--- src/rtl/dmem_arbiter_pkg.sv ---
// Shared types and defaults for the data-memory arbiter.
// Latency: n/a (types only).
// Backpressure: n/a.
package dmem_arbiter_pkg;

  localparam int DEF_AW = 32;
  localparam int DEF_DW = 32;
  // Wide enough for the largest legal starvation limit (15)
  localparam int CNT_W  = 4;

  typedef enum logic [1:0] {
    IDLE   = 2'd0,
    CPU_RD = 2'd1,
    DMA_RD = 2'd2
  } state_t;

  typedef enum logic [1:0] {
    GNT_NONE = 2'd0,
    GNT_CPU  = 2'd1,
    GNT_DMA  = 2'd2
  } gnt_t;

endpackage

--- src/rtl/dmem_starve_ctr.sv ---
// Saturating count of arbitration cycles lost by the DMA port.
// Latency: at_max reflects the count registered on the previous edge.
// Backpressure: none; clr wins over inc, the count holds at MAX.
module dmem_starve_ctr
  import dmem_arbiter_pkg::*;
#(
  parameter int MAX = 4
) (
  input  logic clock,
  input  logic reset,
  input  logic clr,
  input  logic inc,
  output logic at_max
);

  logic [CNT_W-1:0] cnt;

  assign at_max = (cnt == CNT_W'(MAX));

  // Clear dominates; increment stops once the limit is reached
  always_ff @(posedge clock or posedge reset) begin
    if (reset) begin
      cnt <= '0;
    end else if (clr) begin
      cnt <= '0;
    end else if (inc && !at_max) begin
      cnt <= cnt + 1'b1;
    end
  end

endmodule

--- src/rtl/dmem_arbiter.sv ---
// Shares a single-port synchronous data memory between CPU MEM stage and DMA.
// Latency: writes complete in the grant cycle; reads return one cycle later.
// Backpressure: CPU held by cpu_stall, DMA waits for dma_ack; CPU has priority
// until the DMA has lost STARVE_MAX consecutive cycles.
module dmem_arbiter
  import dmem_arbiter_pkg::*;
#(
  parameter int AW         = DEF_AW,
  parameter int DW         = DEF_DW,
  parameter int STARVE_MAX = 4
) (
  input  logic          clock,
  input  logic          reset,
  input  logic          cpu_req,
  input  logic          cpu_we,
  input  logic [AW-1:0] cpu_addr,
  input  logic [DW-1:0] cpu_wdata,
  output logic [DW-1:0] cpu_rdata,
  output logic          cpu_stall,
  input  logic          dma_req,
  input  logic          dma_we,
  input  logic [AW-1:0] dma_addr,
  input  logic [DW-1:0] dma_wdata,
  output logic [DW-1:0] dma_rdata,
  output logic          dma_ack,
  output logic [AW-1:0] mem_addr,
  output logic [DW-1:0] mem_wdata,
  output logic          mem_we,
  input  logic [DW-1:0] mem_rdata
);

  state_t        state;
  gnt_t          gnt;
  logic          at_max;
  logic          starve_clr;
  logic [DW-1:0] cpu_rdata_q;
  logic [DW-1:0] dma_rdata_q;

  // Arbitration only happens in IDLE; reset suppresses any grant so no
  // write strobe or ack can leak out while the block is held in reset
  always_comb begin
    gnt = GNT_NONE;
    if (state == IDLE && !reset) begin
      if (dma_req && (!cpu_req || at_max)) begin
        gnt = GNT_DMA;
      end else if (cpu_req) begin
        gnt = GNT_CPU;
      end
    end
  end

  // Route the winner onto the memory port; address/data are don't-care
  // when nothing is granted, so the CPU side is left on the bus
  always_comb begin
    mem_addr  = cpu_addr;
    mem_wdata = cpu_wdata;
    mem_we    = 1'b0;
    case (gnt)
      GNT_CPU: mem_we = cpu_we;
      GNT_DMA: begin
        mem_addr  = dma_addr;
        mem_wdata = dma_wdata;
        mem_we    = dma_we;
      end
      default: ;
    endcase
  end

  // Access sequencer: a read grant moves to its data phase, which
  // captures the memory output and always returns to IDLE
  always_ff @(posedge clock or posedge reset) begin
    if (reset) begin
      state       <= IDLE;
      cpu_rdata_q <= '0;
      dma_rdata_q <= '0;
    end else begin
      case (state)
        IDLE: begin
          if (gnt == GNT_CPU && !cpu_we) begin
            state <= CPU_RD;
          end else if (gnt == GNT_DMA && !dma_we) begin
            state <= DMA_RD;
          end
        end
        CPU_RD: begin
          cpu_rdata_q <= mem_rdata;
          state       <= IDLE;
        end
        DMA_RD: begin
          dma_rdata_q <= mem_rdata;
          state       <= IDLE;
        end
        default: state <= IDLE;
      endcase
    end
  end

  // Read data passes straight through during its data phase so the
  // requester can use it in the completion cycle
  assign cpu_rdata = (state == CPU_RD) ? mem_rdata : cpu_rdata_q;
  assign dma_rdata = (state == DMA_RD) ? mem_rdata : dma_rdata_q;

  assign cpu_stall = cpu_req &&
                     !((state == CPU_RD) || (gnt == GNT_CPU && cpu_we));
  assign dma_ack   = (gnt == GNT_DMA && dma_we) || (state == DMA_RD);

  // The DMA data phase belongs to the DMA access itself, so it is not a
  // lost cycle; every other cycle with dma_req pending and no grant is
  assign starve_clr = !dma_req || (gnt == GNT_DMA) || (state == DMA_RD);

  dmem_starve_ctr #(
    .MAX (STARVE_MAX)
  ) u_starve (
    .clock  (clock),
    .reset  (reset),
    .clr    (starve_clr),
    .inc    (dma_req),
    .at_max (at_max)
  );

endmodule

--- config.mk ---
export PLATFORM = sky130hd
export DESIGN_NAME = dmem_arbiter
export DESIGN_NICKNAME = d
export VERILOG_FILES = /design/src/rtl/dmem_arbiter_pkg.sv /design/src/rtl/dmem_starve_ctr.sv /design/src/rtl/dmem_arbiter.sv
export SDC_FILE = /design/constraint.sdc
export NUM_CORES = 1
export LEC_CHECK = 0
export ABC_AREA = 1
export CAP_MARGIN = 20
export CORE_AREA = 2 2 117 119
export CTS_BUF_LIST = sky130_fd_sc_hd__clkbuf_4
export CTS_CLUSTER_SIZE = 24
export DETAILED_ROUTE_END_ITERATION = 8
export DIE_AREA = 0 0 119 121
export PLACE_DENSITY = 0.7
export SLEW_MARGIN = 20
export SYNTH_ARGS = -nofsm -noshare
export SYNTH_HDL_FRONTEND = slang
export SYNTH_SLANG_ARGS = --single-unit
--- constraint.sdc ---
create_clock -name clock -period 7 [get_ports clock]
set_clock_uncertainty 0.15 [all_clocks]
set_input_delay 1.75 -clock clock [delete_from_list [all_inputs] [get_ports clock]]
set_output_delay 1.75 -clock clock [all_outputs]
set_load 0.01 [all_outputs]
Word level (Yosys, flattened, before mapping)
Cells that the tools add are included.
- add/subtract/negate cells: 1
- equality and inequality tests: 6
- muxes and demuxes: 13
- reduce and logical (&&, ||, !) cells: 22
- operators with widths (operator ; count):
    $mux W32 ; 4
    $mux W2 ; 5
    $logic_and A1 B1 Y1 ; 8
    $mux W4 ; 2
    $logic_not A1 Y1 ; 7
    $logic_or A1 B1 Y1 ; 5
    $add A4 B1 Y4 const B ; 1
    $eq A2 B1 Y1 const B ; 2
    $eq A2 B2 Y1 const B ; 2
    $eq A4 B3 Y1 const B ; 1
    $ne A3 B1 Y1 const B ; 1
    $logic_not A2 Y1 ; 1
    $pmux W1 S2 ; 1
    $reduce_bool A2 Y1 ; 1
    $mux W1 ; 1
- bits in registers: 70
- output and inout port bits: 131
- logic and storage cells: 46

Logic depth before layout (Yosys ltp)
- depth in word-level cells: 10
- depth in mapped cells: 12

Modules after synthesis
A second synthesis with hierarchy kept.
- cells, all modules: 513
- area total of the unflattened synthesis: 4088.9 µm²
- by module, submodules not included (module ; times used ; cells an instance ; area an instance (µm²)):
    dmem_arbiter ; 1 ; 480 ; 3832.4
    dmem_starve_ctr ; 1 ; 33 ; 256.5

Worst setup path after synthesis
No wires, ideal clock.
- path type: in2out
- start: in reset
- end: out mem_addr[0]
- data arrival time: 4.367 ns
- path slack: 0.733 ns
- stages on the path: 10
- cell sequence: inv_1 > nand3_1 > inv_1 > nand2_1 > ha_1 > inv_1 > buf_2 > buf_2 > nand2_1 > nand2_1
- cells in the longest elaborated chain, start to end: 5
- ends and longest elaborated chain (item ; RTL line ; source):
    from (decl) ; dmem_arbiter.sv:13 ; input logic reset,
    $logic_not A1 Y1 (no line) ; - ;
    $logic_and A1 B1 Y1 ; dmem_arbiter.sv:43 ; if (state == IDLE && !reset) begin
    $mux W2 ; dmem_arbiter.sv:43 ;
    $eq A2 B2 Y1 ; dmem_arbiter.sv:58 ; case (gnt)
    $mux W32 ; dmem_arbiter.sv:58 ;
    to (decl) ; dmem_arbiter.sv:26 ; output logic [AW-1:0] mem_addr,
No other way between the ends.

Final worst setup path
- start: in cpu_req
- end: out mem_we
- cells in the longest elaborated chain, start to end: 7
- elaborated cells on any way between the ends: 9
- ends and longest elaborated chain (item ; RTL line ; source):
    from (decl) ; dmem_arbiter.sv:14 ; input logic cpu_req,
    $logic_not A1 Y1 ; dmem_arbiter.sv:44 ; if (dma_req && (!cpu_req || at_max)) begin
    $logic_or A1 B1 Y1 ; dmem_arbiter.sv:44 ;
    $logic_and A1 B1 Y1 ; dmem_arbiter.sv:44 ;
    $mux W2 (*) ; dmem_arbiter.sv:44 ;
    $mux W2 (*) ; dmem_arbiter.sv:43 ;
    $eq A2 B2 Y1 / $eq A2 B1 Y1 (equally long branches) ; dmem_arbiter.sv:58 ;
    $pmux W1 S2 (*) ; dmem_arbiter.sv:58 ;
    to (decl) ; dmem_arbiter.sv:28 ; output logic mem_we,
Every way passes the cells marked *; elsewhere a longest branch is shown, timed or not.

==> impl_metrics.ini <==
[sta]
min_period_ns = 6.04
slew_headroom_pct = 39.7
fin_crit_sh_pct = 86.3
maxSlewViolCount = 0
rsz0062_at_grt = false
hold_viol_final = 0
fmax_mhz = 166
setup_viol_count_final = 0
tightest_slew_ns = 0.905
fin_setup_tns_ns = 0

[final_layout]
antenna_cells = 0
final_layout_size_suffix_gt1_share_pct = 4.53
fin_util_pct = 52.1
area_growth_pct = 86.2
final_cells = 970
fin_nets = 959

[logic_synthesis]
synth_top_area_share_pct = 47.8
async_flop_share_pct = 100
synth_commonest_cells = 272 x nand2_1, 70 x dfrtp_1, 44 x inv_1
synthFlopType = dfrtp_1
yosysMostFrequentCell = nand2_1
yosysTopAreaCell = dfrtp_1
syn_avg_cell_area_um2 = 7.25
synth_area_leaders = dfrtp_1 48%, nand2_1 28%, o21ai_1 5.7%
yosysWarnings = 0
ys_seq_area_share_pct = 47.8
ys_seq_elements = 70
synth_edf_count = 0
syn_inst = 505
synth_area_mm2 = 0.00366
yosysUniqueCellTypes = 20
synth_nets = 675

[clock_network]
clock-sinks = 70
numCtsBuffers = 9
cts_resized = 0
clk_path_buf_depth = 2
cts_root_buf = clkbuf_4
post_cts_buffers = 0
ctsHoldBuffers = 0
cts_tree = built
htreeDepth = 3
path_clk_slew_ns = 0.11
insertion_delay_ns = 0.39

[floorplan]
die_area_mm2 = 0.0144
std_cell_rows = 42
die_y_um = 121
io-pin-count = 297
die_w_um = 119
initial_core_util_pct = 28.0
core_region_area_mm2 = 0.0131

[detailed_routing]
wl_per_cell_um = 13.7
via_per_inst = 4.16
drc = 0
drt_iter0_markers = 132
wl_um = 13200
vias = 4037
first_pass_iters = 4
antenna_left = 0

[grt]
grt_max_degree = 71
busiest_layer = met2
grt_pass1_vias = 3743
grt_usage_pct = 17.7
grt_use_met1_pct = 22.5
gr-usage-met2_pct = 29.1
grt_pass1_wl_um = 20300
grt_overflow = 0
gr-usage-met3_pct = 6.34
antenna_found_initial = 0

[run_status]
status = completed

[setup_path]
worstPathArrival_ns = 4.14
r2r_cells = 11
start_kind = primary input
path_max_fanout = 66
worst_setup_path_end_kind = primary output
critPathKind = in2out
required_ns = 5.10

[placed_design]
port-buffer-count = 296
routabilityCongestion = 0.806
placedCellCount = 954
place_hpwl_um = 10100

[min_path]
hold_class = reg2reg
hold_depth = 2

[power_and_ir_drop]
internal_power_w = 0.00103
pwr-share-seq_pct = 37.0
clockPowerShare_pct = 14.5
pwr-share-comb_pct = 48.5
vdd_ir_drop_max_mv = 0.149
power.leakage_nw = 3.29
p_sw_w = 0.000497
power_w = 0.00152
switching_share_pct = 32.7
power.density_mw_per_mm2 = 223

[job]
drv_cap = 0
-- power groups by stage --
| stage | sequential [W] | clock, W | combinational (W) |
|---|---|---|---|
| 2_1_floorplan | 0.000565 | 0 | 0.000295 |
| 3_3_place_gp | 0.000569 | 0 | 0.000741 |
| 3_5_place_dp | 0.000572 | 0 | 0.000743 |
| 4_1_cts | 0.000564 | 0.000236 | 0.000750 |
| 5_1_grt | 0.000579 | 0.000252 | 0.000803 |
| 6_report | 0.000563 | 0.000221 | 0.000739 |
-- per-layer routing --
| metal | vias up | wire length [um] | share of wire [%] |
|---|---|---|---|
| li1 | 2117 | - | - |
| met1 | 1759 | 5630 | 43 |
| met2 | 149 | 6390 | 48 |
| met3 | 12 | 1080 | 8.2 |
| met4 | 0 | 139 | 1.0 |
| met5 | - | 0 | 0 |
-- cell usage in the layout, fill, tap and decap left out --
master	instances
clkinvlp_4	1
clkinv_4	2
and3_1	1
ha_2	1
nand4_1	4
a21oi_1	2
clkbuf_4	10
inv_1	42
inv_2	3
ha_1	3
o21ai_1	42
buf_12	1
clkinv_2	2
nor3_1	2
nand3_1	5
nor2_1	6
nand2_1	271
nand2_2	2
clkdlybuf4s50_1	296
o21ai_2	10
xnor2_1	1
clkinv_1	1
dfrtp_1	70
buf_4	4
o21ai_0	12
-- flip-flops by register name, summed over array words and instances (netlist names) --
register and flops:
cpu_rdata_q 32, dma_rdata_q 32, state 2, u_starve.cnt 4
-- critical path, cell delays in order --
cell and delay [ns]:
clkdlybuf4s50_1 0.45, nand2_1 0.11, nand2_1 0.07, nor2_1 0.10, ha_2 0.19, buf_4 0.52
nand2_1 0.16, a21oi_1 0.21, clkdlybuf4s50_1 0.59
-- logic make-up (layout without fill, tap and decap cells) --
group,after synthesis,in the layout,synth area share [%]
simple gates,291,291,30.5
compound gates,66,66,10.0
flops,70,70,47.8
xor+xnor,1,1,0.239
fa+ha+maj,4,4,1.37
buf+inv,73,362,10.0
-- metrics by stage --
| step | setup slack [ns] | hold WS [ns] | instance area [um2] |
|---|---|---|---|
| floorplan | 0.733 | 0.318 | 3660 |
| detailed placement | 0.955 | 0.308 | 6700 |
| finish | 0.961 | 0.330 | 6820 |
| global route | 0.746 | 0.350 | 6820 |
| CTS | 0.940 | 0.335 | 6820 |
| global placement | 1.01 | 0.300 | 6700 |
-- layout make-up --
cell class	count	area, um2
clock buffers	10	75.1
clock inverters	6	38.8
fillers	1238	6270
inverters	45	169
multi-input cells	362	1550
flip-flops and latches	70	1750
well taps	176	220
repair buffers	301	3010
-- path summary, 6_finish.rpt --
path | slack, ns | end | from
min in group asynchronous | 1.82 | u_starve.cnt[1] | reset
max | 0.96 | mem_we | cpu_req
min reg2reg | 0.33 | cpu_rdata_q[13] | cpu_rdata_q[13]
max reg2reg | 4.55 | u_starve.cnt[1] | u_starve.cnt[0]
min | 0.33 | cpu_rdata_q[13] | cpu_rdata_q[13]
max in group asynchronous | 4.28 | cpu_rdata_q[26] | reset
No activity file was read; power rests on OpenSTA's default activity.
